--- src/rtl/gf180mcu_fd_sc_mcu7t5v0__oai31_bist_pkg.sv ---
// Shared types and helpers for the OAI31 cell-bank BIST sequencer.
package gf180mcu_fd_sc_mcu7t5v0__oai31_bist_pkg;

    typedef enum logic [1:0] {
        ST_IDLE   = 2'd0,
        ST_SETTLE = 2'd1,
        ST_SAMPLE = 2'd2,
        ST_DONE   = 2'd3
    } bist_state_t;

    // Every input combination of A1/A2/A3/B is applied once per run.
    localparam int NUM_VEC = 16;
    localparam int PAT_W   = 4;

    // Golden OAI31 response: ZN = !((A1|A2|A3)&B)
    function automatic logic oai31_exp(input logic a1, input logic a2,
                                       input logic a3, input logic b);
        return ~((a1 | a2 | a3) & b);
    endfunction

endpackage

--- src/rtl/gf180mcu_fd_sc_mcu7t5v0__oai31_bist_ctrl_if.sv ---
// Host/cell-bank bundle for the OAI31 BIST sequencer.
// slave  : sequencer side (drives stimulus and results)
// master : host/bank side (drives START/ABORT and the observed ZN nets)
interface gf180mcu_fd_sc_mcu7t5v0__oai31_bist_ctrl_if #(
    parameter int NUM_DUT = 4
);
    import gf180mcu_fd_sc_mcu7t5v0__oai31_bist_pkg::*;

    logic               start;
    logic               abort;
    logic [NUM_DUT-1:0] zn_in;
    logic               a1;
    logic               a2;
    logic               a3;
    logic               b;
    logic               busy;
    logic               done;
    logic               pass;
    logic [NUM_DUT-1:0] fail_mask;
    logic [PAT_W-1:0]   first_fail_vec;
    logic               first_fail_vld;

    modport slave (
        input  start, abort, zn_in,
        output a1, a2, a3, b, busy, done, pass,
               fail_mask, first_fail_vec, first_fail_vld
    );

    modport master (
        output start, abort, zn_in,
        input  a1, a2, a3, b, busy, done, pass,
               fail_mask, first_fail_vec, first_fail_vld
    );

endinterface

--- src/rtl/gf180mcu_fd_sc_mcu7t5v0__oai31_bist_vecgen.sv ---
// Vector index counter and index-to-pattern mapping for the OAI31 BIST.
// Build option: GF180MCU_FD_SC_MCU7T5V0__OAI31_BIST_GRAY_EN selects Gray
// ordering (one input toggles per step); otherwise patterns are binary.
// The index never wraps: it parks at the last vector until cleared.
module gf180mcu_fd_sc_mcu7t5v0__oai31_bist_vecgen
    import gf180mcu_fd_sc_mcu7t5v0__oai31_bist_pkg::*;
(
    input  logic             i_clk,
    input  logic             i_rst,
    input  logic             i_clr,
    input  logic             i_inc,
    output logic [PAT_W-1:0] o_pat_first,
    output logic [PAT_W-1:0] o_pat_next,
    output logic             o_last
);

    logic [PAT_W-1:0] r_vec;
    logic [PAT_W-1:0] w_vec_nxt;

    function automatic logic [PAT_W-1:0] pat_map(input logic [PAT_W-1:0] v);
`ifdef GF180MCU_FD_SC_MCU7T5V0__OAI31_BIST_GRAY_EN
        return v ^ (v >> 1);
`else
        return v;
`endif
    endfunction

    assign w_vec_nxt   = r_vec + 4'd1;
    assign o_last      = (r_vec == PAT_W'(NUM_VEC - 1));
    assign o_pat_first = pat_map('0);
    assign o_pat_next  = pat_map(w_vec_nxt);

    // Index: cleared at run start/abort, advanced after each sample.
    always_ff @(posedge i_clk or posedge i_rst) begin
        if (i_rst) begin
            r_vec <= '0;
        end else if (i_clr) begin
            r_vec <= '0;
        end else if (i_inc && !o_last) begin
            r_vec <= w_vec_nxt;
        end
    end

endmodule

--- src/rtl/gf180mcu_fd_sc_mcu7t5v0__oai31_bist_ctrl.sv ---
// BIST sequencer for a bank of OAI31 cells: applies all 16 input
// combinations, waits SETTLE_CYC cycles per vector, compares each ZN
// with the golden response and accumulates a sticky fail mask.
// Build option: GF180MCU_FD_SC_MCU7T5V0__OAI31_BIST_GRAY_EN (Gray pattern
// order, handled inside the vecgen sub-module).
//
// state  | meaning
// IDLE   | waiting for START, stimulus 0, results cleared
// SETTLE | vector applied, counting down settle time
// SAMPLE | compare ZN against expected, step or finish
// DONE   | results held, DONE/PASS valid until START or ABORT
module gf180mcu_fd_sc_mcu7t5v0__oai31_bist_ctrl
    import gf180mcu_fd_sc_mcu7t5v0__oai31_bist_pkg::*;
#(
    parameter int NUM_DUT    = 4,
    parameter int SETTLE_CYC = 2
) (
    input  logic                                        i_clk,
    input  logic                                        i_rst,
    gf180mcu_fd_sc_mcu7t5v0__oai31_bist_ctrl_if.slave   bus
);

    localparam logic [3:0] CNT_RLD = 4'(SETTLE_CYC - 1);

    bist_state_t        r_state;
    bist_state_t        w_state_nxt;
    logic [3:0]         r_cnt;
    logic [PAT_W-1:0]   r_stim;
    logic [NUM_DUT-1:0] r_fail_mask;
    logic [PAT_W-1:0]   r_ffv;
    logic               r_ffv_vld;

    logic               w_run_start;
    logic               w_step;
    logic               w_finish;
    logic               w_abort;
    logic               w_cnt_dec;
    logic               w_exp;
    logic [NUM_DUT-1:0] w_mism;
    logic [PAT_W-1:0]   w_pat_first;
    logic [PAT_W-1:0]   w_pat_next;
    logic               w_last;

    gf180mcu_fd_sc_mcu7t5v0__oai31_bist_vecgen u_vecgen (
        .i_clk       (i_clk),
        .i_rst       (i_rst),
        .i_clr       (w_run_start | w_abort),
        .i_inc       (w_step),
        .o_pat_first (w_pat_first),
        .o_pat_next  (w_pat_next),
        .o_last      (w_last)
    );

    // Golden value derived from the pattern currently on the nets.
    assign w_exp  = oai31_exp(r_stim[3], r_stim[2], r_stim[1], r_stim[0]);
    assign w_mism = bus.zn_in ^ {NUM_DUT{w_exp}};

    // State register.
    always_ff @(posedge i_clk or posedge i_rst) begin
        if (i_rst) begin
            r_state <= ST_IDLE;
        end else begin
            r_state <= w_state_nxt;
        end
    end

    // Next-state and control strobes; ABORT overrides everything.
    always_comb begin
        w_state_nxt = r_state;
        w_run_start = 1'b0;
        w_step      = 1'b0;
        w_finish    = 1'b0;
        w_abort     = 1'b0;
        w_cnt_dec   = 1'b0;
        if (bus.abort) begin
            w_state_nxt = ST_IDLE;
            w_abort     = 1'b1;
        end else begin
            case (r_state)
                ST_IDLE, ST_DONE: begin
                    if (bus.start) begin
                        w_state_nxt = ST_SETTLE;
                        w_run_start = 1'b1;
                    end
                end
                ST_SETTLE: begin
                    if (r_cnt == 4'd0) begin
                        w_state_nxt = ST_SAMPLE;
                    end else begin
                        w_cnt_dec = 1'b1;
                    end
                end
                ST_SAMPLE: begin
                    if (w_last) begin
                        w_state_nxt = ST_DONE;
                        w_finish    = 1'b1;
                    end else begin
                        w_state_nxt = ST_SETTLE;
                        w_step      = 1'b1;
                    end
                end
                default: begin
                    w_state_nxt = ST_IDLE;
                end
            endcase
        end
    end

    // Registered stimulus; forced to 0 whenever the run is not active.
    always_ff @(posedge i_clk or posedge i_rst) begin
        if (i_rst) begin
            r_stim <= '0;
        end else if (w_abort || w_finish) begin
            r_stim <= '0;
        end else if (w_run_start) begin
            r_stim <= w_pat_first;
        end else if (w_step) begin
            r_stim <= w_pat_next;
        end
    end

    // Settle down-counter, reloaded whenever a new vector is applied.
    always_ff @(posedge i_clk or posedge i_rst) begin
        if (i_rst) begin
            r_cnt <= '0;
        end else if (w_abort) begin
            r_cnt <= '0;
        end else if (w_run_start || w_step) begin
            r_cnt <= CNT_RLD;
        end else if (w_cnt_dec) begin
            r_cnt <= r_cnt - 4'd1;
        end
    end

    // Sticky fail mask and first-failing pattern capture.
    always_ff @(posedge i_clk or posedge i_rst) begin
        if (i_rst) begin
            r_fail_mask <= '0;
            r_ffv       <= '0;
            r_ffv_vld   <= 1'b0;
        end else if (w_abort || w_run_start) begin
            r_fail_mask <= '0;
            r_ffv       <= '0;
            r_ffv_vld   <= 1'b0;
        end else if (r_state == ST_SAMPLE) begin
            r_fail_mask <= r_fail_mask | w_mism;
            if ((|w_mism) && !r_ffv_vld) begin
                r_ffv     <= r_stim;
                r_ffv_vld <= 1'b1;
            end
        end
    end

    assign bus.a1             = r_stim[3];
    assign bus.a2             = r_stim[2];
    assign bus.a3             = r_stim[1];
    assign bus.b              = r_stim[0];
    assign bus.busy           = (r_state == ST_SETTLE) || (r_state == ST_SAMPLE);
    assign bus.done           = (r_state == ST_DONE);
    assign bus.pass           = (r_state == ST_DONE) && (r_fail_mask == '0);
    assign bus.fail_mask      = r_fail_mask;
    assign bus.first_fail_vec = r_ffv;
    assign bus.first_fail_vld = r_ffv_vld;

endmodule

--- src/flat_wrapper.sv ---
// flat-port wrapper written by rule: the top's interface ports become plain ports
module gf180mcu_fd_sc_mcu7t5v0__oai31_bist_ctrl_flat import gf180mcu_fd_sc_mcu7t5v0__oai31_bist_pkg::*;
#(
    parameter int NUM_DUT    = 4,
    parameter int SETTLE_CYC = 2
)
  (i_clk, i_rst, bus_start, bus_abort, bus_zn_in, bus_a1, bus_a2, bus_a3, bus_b, bus_busy, bus_done, bus_pass, bus_fail_mask, bus_first_fail_vec, bus_first_fail_vld);
  gf180mcu_fd_sc_mcu7t5v0__oai31_bist_ctrl_if #(.NUM_DUT(NUM_DUT)) bus_i ();
  input  logic i_clk;
  input  logic i_rst;
  input wire logic [$bits(bus_i.start)-1:0] bus_start;
  input wire logic [$bits(bus_i.abort)-1:0] bus_abort;
  input wire logic [$bits(bus_i.zn_in)-1:0] bus_zn_in;
  output wire logic [$bits(bus_i.a1)-1:0] bus_a1;
  output wire logic [$bits(bus_i.a2)-1:0] bus_a2;
  output wire logic [$bits(bus_i.a3)-1:0] bus_a3;
  output wire logic [$bits(bus_i.b)-1:0] bus_b;
  output wire logic [$bits(bus_i.busy)-1:0] bus_busy;
  output wire logic [$bits(bus_i.done)-1:0] bus_done;
  output wire logic [$bits(bus_i.pass)-1:0] bus_pass;
  output wire logic [$bits(bus_i.fail_mask)-1:0] bus_fail_mask;
  output wire logic [$bits(bus_i.first_fail_vec)-1:0] bus_first_fail_vec;
  output wire logic [$bits(bus_i.first_fail_vld)-1:0] bus_first_fail_vld;
  assign bus_i.start = bus_start;
  assign bus_i.abort = bus_abort;
  assign bus_i.zn_in = bus_zn_in;
  assign bus_a1 = bus_i.a1;
  assign bus_a2 = bus_i.a2;
  assign bus_a3 = bus_i.a3;
  assign bus_b = bus_i.b;
  assign bus_busy = bus_i.busy;
  assign bus_done = bus_i.done;
  assign bus_pass = bus_i.pass;
  assign bus_fail_mask = bus_i.fail_mask;
  assign bus_first_fail_vec = bus_i.first_fail_vec;
  assign bus_first_fail_vld = bus_i.first_fail_vld;
  gf180mcu_fd_sc_mcu7t5v0__oai31_bist_ctrl #(.NUM_DUT(NUM_DUT), .SETTLE_CYC(SETTLE_CYC)) u_core (.i_clk(i_clk), .i_rst(i_rst), .bus(bus_i));
endmodule
--- config.mk ---
export PLATFORM = sky130hd
export DESIGN_NAME = gf180mcu_fd_sc_mcu7t5v0__oai31_bist_ctrl_flat
export DESIGN_NICKNAME = d
export VERILOG_FILES = /design/src/rtl/gf180mcu_fd_sc_mcu7t5v0__oai31_bist_pkg.sv /design/src/rtl/gf180mcu_fd_sc_mcu7t5v0__oai31_bist_ctrl_if.sv /design/src/rtl/gf180mcu_fd_sc_mcu7t5v0__oai31_bist_vecgen.sv /design/src/rtl/gf180mcu_fd_sc_mcu7t5v0__oai31_bist_ctrl.sv /design/src/flat_wrapper.sv
export SDC_FILE = /design/constraint.sdc
export NUM_CORES = 1
export LEC_CHECK = 0
export CORE_ASPECT_RATIO = 1.5
export CORE_MARGIN = 10
export CORE_UTILIZATION = 33
export CTS_CLUSTER_DIAMETER = 30
export DETAILED_ROUTE_END_ITERATION = 10
export GPL_ROUTABILITY_DRIVEN = 0
export GPL_TIMING_DRIVEN = 0
export HOLD_SLACK_MARGIN = 0.12
export MAX_ROUTING_LAYER = met4
export PLACE_DENSITY = 0.54
export SLEW_MARGIN = 20
export SYNTH_ARGS = -nofsm -noshare
export SYNTH_HDL_FRONTEND = slang
export SYNTH_SLANG_ARGS = --single-unit
--- constraint.sdc ---
create_clock -name i_clk -period 3.9 [get_ports i_clk]
set_clock_uncertainty 0.2 [all_clocks]
set_input_delay 0.78 -clock i_clk [delete_from_list [all_inputs] [get_ports i_clk]]
set_output_delay 0.78 -clock i_clk [all_outputs]
set_load 0.1 [all_outputs]
Yosys cells after proc, flatten, opt, wreduce, memory -nomap -nowiden
Cells that the tools add are included.
{ "classes": {"muxes": 34, "n_eq_ne": 6, "n_reduce_logical": 21, "n_bitwise": 7, "n_addsub": 2} }
{ "op_table": {"columns": ["operator", "count"], "rows": [
  ["two-way mux 4 bit", 13],
  ["two-way mux 1 bit", 16],
  ["zero test 4 bit", 2],
  ["two-way mux 2 bit", 4],
  ["case mux 2 bit (3 select lines)", 1],
  ["nonzero test 2 bit", 3],
  ["nonzero test 3 bit", 2],
  ["adder 4 x 1 -> 4 bit (second input constant)", 1],
  ["== test 2 bit (second input constant)", 2],
  ["== test 4 bit (second input constant)", 1],
  ["logical OR 1 bit", 4],
  ["OR 4 bit", 1],
  ["AND reduction 2 bit", 2],
  ["OR reduction 4 bit", 1],
  ["subtractor 4 x 1 -> 4 bit (second input constant)", 1],
  ["XOR 4 bit", 1],
  ["logical AND 1 bit", 3],
  ["!= test 3 x 2 -> 1 bit (second input constant)", 1],
  ["!= test 3 bit (second input constant)", 1],
  ["OR 1 bit", 3],
  ["== test 2 x 1 -> 1 bit (second input constant)", 1],
  ["zero test 1 bit", 2],
  ["zero test 2 bit", 1],
  ["OR reduction 2 bit", 1],
  ["other kinds (2)", 2]
]} }
{ "totals": {"regBits": 23, "input_bits": 8, "out_inout_bits": 16, "wordCells": 77} }

Longest topological paths before layout
Gate-level depths: netlist of run 1.
{ "logic_depth": {"word_depth": 10, "depth_mapped": 7, "mapped_depth_nobuf": 6} }

Hierarchy
Synthesis of run 1 repeated with hierarchy kept, for this count alone.
{ "unflattened": {"cells_unflattened": 145, "area_unflattened_um2": 1321.3} }
{ "by_module_without_submodules": {"columns": ["module", "cells_per_inst", "instances", "seq_area_each_um2", "area_each_um2"], "rows": [
  ["gf180mcu_fd_sc_mcu7t5v0__oai31_bist_ctrl", 115, 1, 475.5, 1053.5],
  ["gf180mcu_fd_sc_mcu7t5v0__oai31_bist_vecgen", 30, 1, 100.1, 267.8]
]} }

Worst setup path after synthesis of run 1
Ideal clock, no wire load.
{ "synth_timing": {"kind": "register -> output", "from": "register u_core.r_state[0]", "to": "output port bus_pass", "arrival_time_ns": 2.067, "path_stages_with_launch": 3, "slack_ns": 0.853, "path_buffers": 0, "required_time_ns": 2.920, "cell_sequence": "dfrtp_1 ha_1 and2_1"} }
{ "synth_via": {"elab_chain_len": 2} }
{ "synth_rtl": {"columns": ["item", "line", "source"], "rows": [
  ["start: declaration", "gf180mcu_fd_sc_mcu7t5v0__oai31_bist_ctrl.sv:25", "bist_state_t r_state;"],
  ["start signal: assignment", "gf180mcu_fd_sc_mcu7t5v0__oai31_bist_ctrl.sv:63", "r_state <= w_state_nxt;"],
  ["== test 2 bit", null, null],
  ["named net bus_done", "flat_wrapper.sv:19", "output wire logic [$bits(bus_i.done)-1:0] bus_done;"],
  ["logical AND 1 bit", "gf180mcu_fd_sc_mcu7t5v0__oai31_bist_ctrl.sv:160", "assign bus.pass = (r_state == ST_DONE) && (r_fail_mask == '0);"],
  ["end: declaration", "flat_wrapper.sv:20", "output wire logic [$bits(bus_i.pass)-1:0] bus_pass;"]
]} }
The timed path passes the listed nets, and every way through them passes these cells.

Worst setup path in the final report of run 1
{ "layout_timing": {"from": "register u_core.r_state[0]", "to": "output port bus_busy"} }
{ "layout_via": {"elab_chain_len": 2, "elab_cells_between_ends": 3, "cone_classes": "eq/ne (2); reduce/logical (1)"} }
{ "layout_rtl": {"columns": ["item", "line", "source"], "rows": [
  ["== test 2 x 1 -> 1 bit / == test 2 bit (equally long branches)", "gf180mcu_fd_sc_mcu7t5v0__oai31_bist_ctrl.sv:158", "assign bus.busy = (r_state == ST_SETTLE) || (r_state == ST_SAMPLE);"],
  ["logical OR 1 bit *", "gf180mcu_fd_sc_mcu7t5v0__oai31_bist_ctrl.sv:158", null],
  ["end: declaration", "flat_wrapper.sv:18", "output wire logic [$bits(bus_i.busy)-1:0] bus_busy;"]
]} }
Mark *: on every way between the ends. The rest lies on a longest branch, timed or not.

==> results of run 1 <==
per-layer routing:
metal / up-vias / wire [µm] / share of wire [%]
met5: - / 0 / 0
met4: 0 / 51 / 1.8
met3: 5 / 117 / 4.2
met2: 17 / 1430 / 51
met1: 472 / 1200 / 43
li1: 506 / - / -
how the worst min path moves through the flow:
stage | from | to | slack (ps)
after global placement | u_core.bus.fail_mask[1] | u_core.bus.fail_mask[1] | 310
after detailed placement | u_core.bus.fail_mask[3] | u_core.bus.fail_mask[3] | 330
after global routing | u_core.bus.fail_mask[3] | u_core.bus.fail_mask[3] | 360
after CTS | u_core.bus.fail_mask[3] | u_core.bus.fail_mask[3] | 340
after floorplan | u_core.r_cnt[3] | u_core.r_cnt[3] | 310
final | u_core.bus.fail_mask[2] | u_core.bus.fail_mask[2] | 330
per-stage QoR:
| stage | utilization (%) | worst slack, ps | instance area [µm²] | hold slack [ps] |
|---|---|---|---|---|
| final | 43.3 | 584 | 1580 | 334 |
| after global routing | 43.3 | 483 | 1580 | 364 |
| after CTS | 43.3 | 578 | 1580 | 342 |
| after detailed placement | 42.0 | 876 | 1530 | 325 |
| after global placement | 42.0 | 891 | 1530 | 310 |
| after floorplan | - | 853 | 1250 | 306 |
cell usage in the layout, fill, tap and decap left out, drive strengths merged, types with 4 or more instances in the layout:
cell type,Yosys,routed
clkdlybuf4s50,0,23
dfrtp,23,23
a21oi,12,12
nor2,12,12
nand3,10,10
xor2,8,8
inv,8,8
ha,7,7
clkbuf,3,7
o21ai,6,6
nor3,4,4
nand2,4,4
registers in the layout (all words and copies together), names as in the netlist:
name,flops
u_core.r_cnt,4
u_core.r_stim,4
u_core.bus.fail_mask,4
u_core.bus.first_fail_vec,4
u_core.bus.first_fail_vld,1
u_core.r_state,2
u_core.u_vecgen.r_vec,4
final cells by class:
type	count	area [µm²]
Clock buffer	4	45.0
Buffer	4	22.5
Fill cell	383	2070
Sequential cell	23	576
Tap cell	43	53.8
Inverter	8	30.0
Timing Repair Buffer	23	230
Multi-Input combinational cell	94	622
power breakdown:
part	internal, mW	total (mW)	switching (mW)
registers	0.259	0.281	0.0225
clock network	0.0730	0.151	0.0777
logic	0.101	0.324	0.223
worst max-delay path, stage by stage (launching register included):
cell and delay (ps):
sky130_fd_sc_hd__dfrtp_1 420, sky130_fd_sc_hd__inv_1 60, sky130_fd_sc_hd__ha_1 330, sky130_fd_sc_hd__inv_1 110, sky130_fd_sc_hd__clkdlybuf4s50_1 1140
cell families after synthesis:
kind of cell,Yosys count,share of synthesized area (%)
buffers and inverters,12,4.20
AO/OA/AOI/OAI,28,14.6
AND/OR/NAND/NOR,48,20.4
adder cells (fa/ha/maj),7,7.01
flip-flops,23,46.0
XOR/XNOR,11,7.71
==> insert_results.sql, run 1 <==
INSERT INTO impl_metrics (metric_group, metric, value, unit) VALUES
('grt', 'gr-usage-met3', '1.98', '%'),
('setup_path', 'crit_path_start', 'u_core.r_state[0]', ''),
('die', 'core', '3650', 'µm²'),
('cts', 'tritoncts', 'built', ''),
('cts', 'cts_sinks', '23', ''),
('timing', 'finalMaxSlewViolations', '0', ''),
('detailed_routing', 'totalWireLength', '2.80', 'mm'),
('setup_path', 'timing.critical_path.arrival', '2340', 'ps'),
('detailed_routing', 'drc_markers', '0', ''),
('setup_path', 'critical_path.endpoint', 'bus_busy', ''),
('die', 'start_util', '34.3', '%'),
('grt', 'grt_pass1_wl', '4.87', 'mm'),
('setup_path', 'crit_required', '2920', 'ps'),
('yosys', 'synthCells', '129', ''),
('die', 'die_w', '70.3', 'µm'),
('timing', 'rsz0062_at_grt', 'no', ''),
('final_layout', 'drive_above_1_share', '4.49', '%'),
('grt', 'grt_overflow_total', '0', ''),
('detailed_routing', 'via_count', '1000', ''),
('yosys', 'post-synth-top-area-fraction', '46.0', '%'),
('setup_path', 'timing.reg2reg.setup_slack', '1890', 'ps'),
('place', 'dp.cells', '195', ''),
('cts', 'clock_h_tree_levels', '1', ''),
('yosys', 'mappedNetlistNets', '144', ''),
('timing', 'fmaxAchievable', '302', 'MHz'),
('cts', 'path_clk_slew', '80', 'ps'),
('yosys', 'dominantRegCellSynth', 'sky130_fd_sc_hd__dfrtp_1', ''),
('run_status', 'status', 'completed', ''),
('grt', 'grt_pass1_vias', '1100', ''),
('detailed_routing', 'via_per_inst', '5.03', ''),
('job', 'maxCapViolations', '0', ''),
('detailed_routing', 'drtAntennaViolNets', '0', ''),
('pwr', 'ir_worst_vdd', '0.429', 'mV'),
('yosys', 'synth-async-reset-ratio', '100', '%'),
('setup_path', 'worst-setup-path-type', 'reg2out', ''),
('min_path', 'min_delay_path_depth', '2', ''),
('grt', 'pin_count_of_the_biggest_net_entering_global_routing', '24', ''),
('pwr', 'power.leakage', '0.647', 'nW'),
('setup_path', 'startpoint_of_the_most_critical_register_to_register_path', 'u_core.r_state[0]', ''),
('setup_path', 'worstReg2RegEnd', 'u_core.bus.first_fail_vec[3]', ''),
('cts', 'postCtsHoldBufs', '0', ''),
('timing', 'period_share', '85.0', '%'),
('detailed_routing', 'wl_per_cell', '14.1', 'µm'),
('setup_path', 'critPathCaptureType', 'output port', ''),
('yosys', 'total_standard_cell_area_after_synthesis', '1250', 'µm²'),
('timing', 'tns', '0', 'ps'),
('place', 'place.detailed.hpwl', '2.23', 'mm'),
('setup_path', 'worst-path-max-fanout', '5', ''),
('cts', 'post_cts_resize_count', '0', ''),
('yosys', 'yosys.area.top_type', 'sky130_fd_sc_hd__dfrtp_1', ''),
('cts', 'cts_post_setup_buffers_inserted', '0', ''),
('setup_path', 'worstSetupStartpointType', 'flop', ''),
('timing', 'relSlewSlack', '34.2', '%'),
('detailed_routing', 'drt-initial-drc-count', '44', ''),
('pwr', 'post-layout-total-power', '756', 'µW'),
('final_layout', 'antenna_fix_cells', '0', ''),
('final_layout', 'stdcell_count', '199', ''),
('final_layout', 'fin_nets', '172', ''),
('pwr', 'power-per-cell-area', '479', 'nW/µm²'),
('yosys', 'top_cells_by_count_synth', 'sky130_fd_sc_hd__dfrtp_1 (23), sky130_fd_sc_hd__a21oi_1 (12), sky130_fd_sc_hd__nor2_1 (12)', ''),
('yosys', 'synth_seq_area_share', '46.0', '%'),
('grt', 'top_usage_layer', 'met2', ''),
('cts', 'clk_path_buf_depth', '2', ''),
('timing', 'fin_crit', '3320', 'ps'),
('grt', 'grt.total_usage', '9.07', '%'),
('die', 'die_height', '95.4', 'µm'),
('cts', 'tritoncts.num_buffers', '3', ''),
('timing', 'tightest_pin_transition', '984', 'ps'),
('final_layout', 'areaGrowthSynthToFinish', '26.3', '%'),
('timing', 'endpoints_failing_setup', '0', ''),
('die', 'site_rows', '27', '');
Power figures use the tool's default switching activity.
==> run 2, diff against run 1 <==
- CAP_MARGIN: not set -> 10
==> results of run 2 <==
No change in the layout: final DEF, timing and power equal those of run 1.
==> run 3, diff against run 2 <==
- CTS_CLUSTER_DIAMETER: 30 -> 150
==> results of run 3 <==
No change in the layout: final DEF, timing and power equal those of run 1.
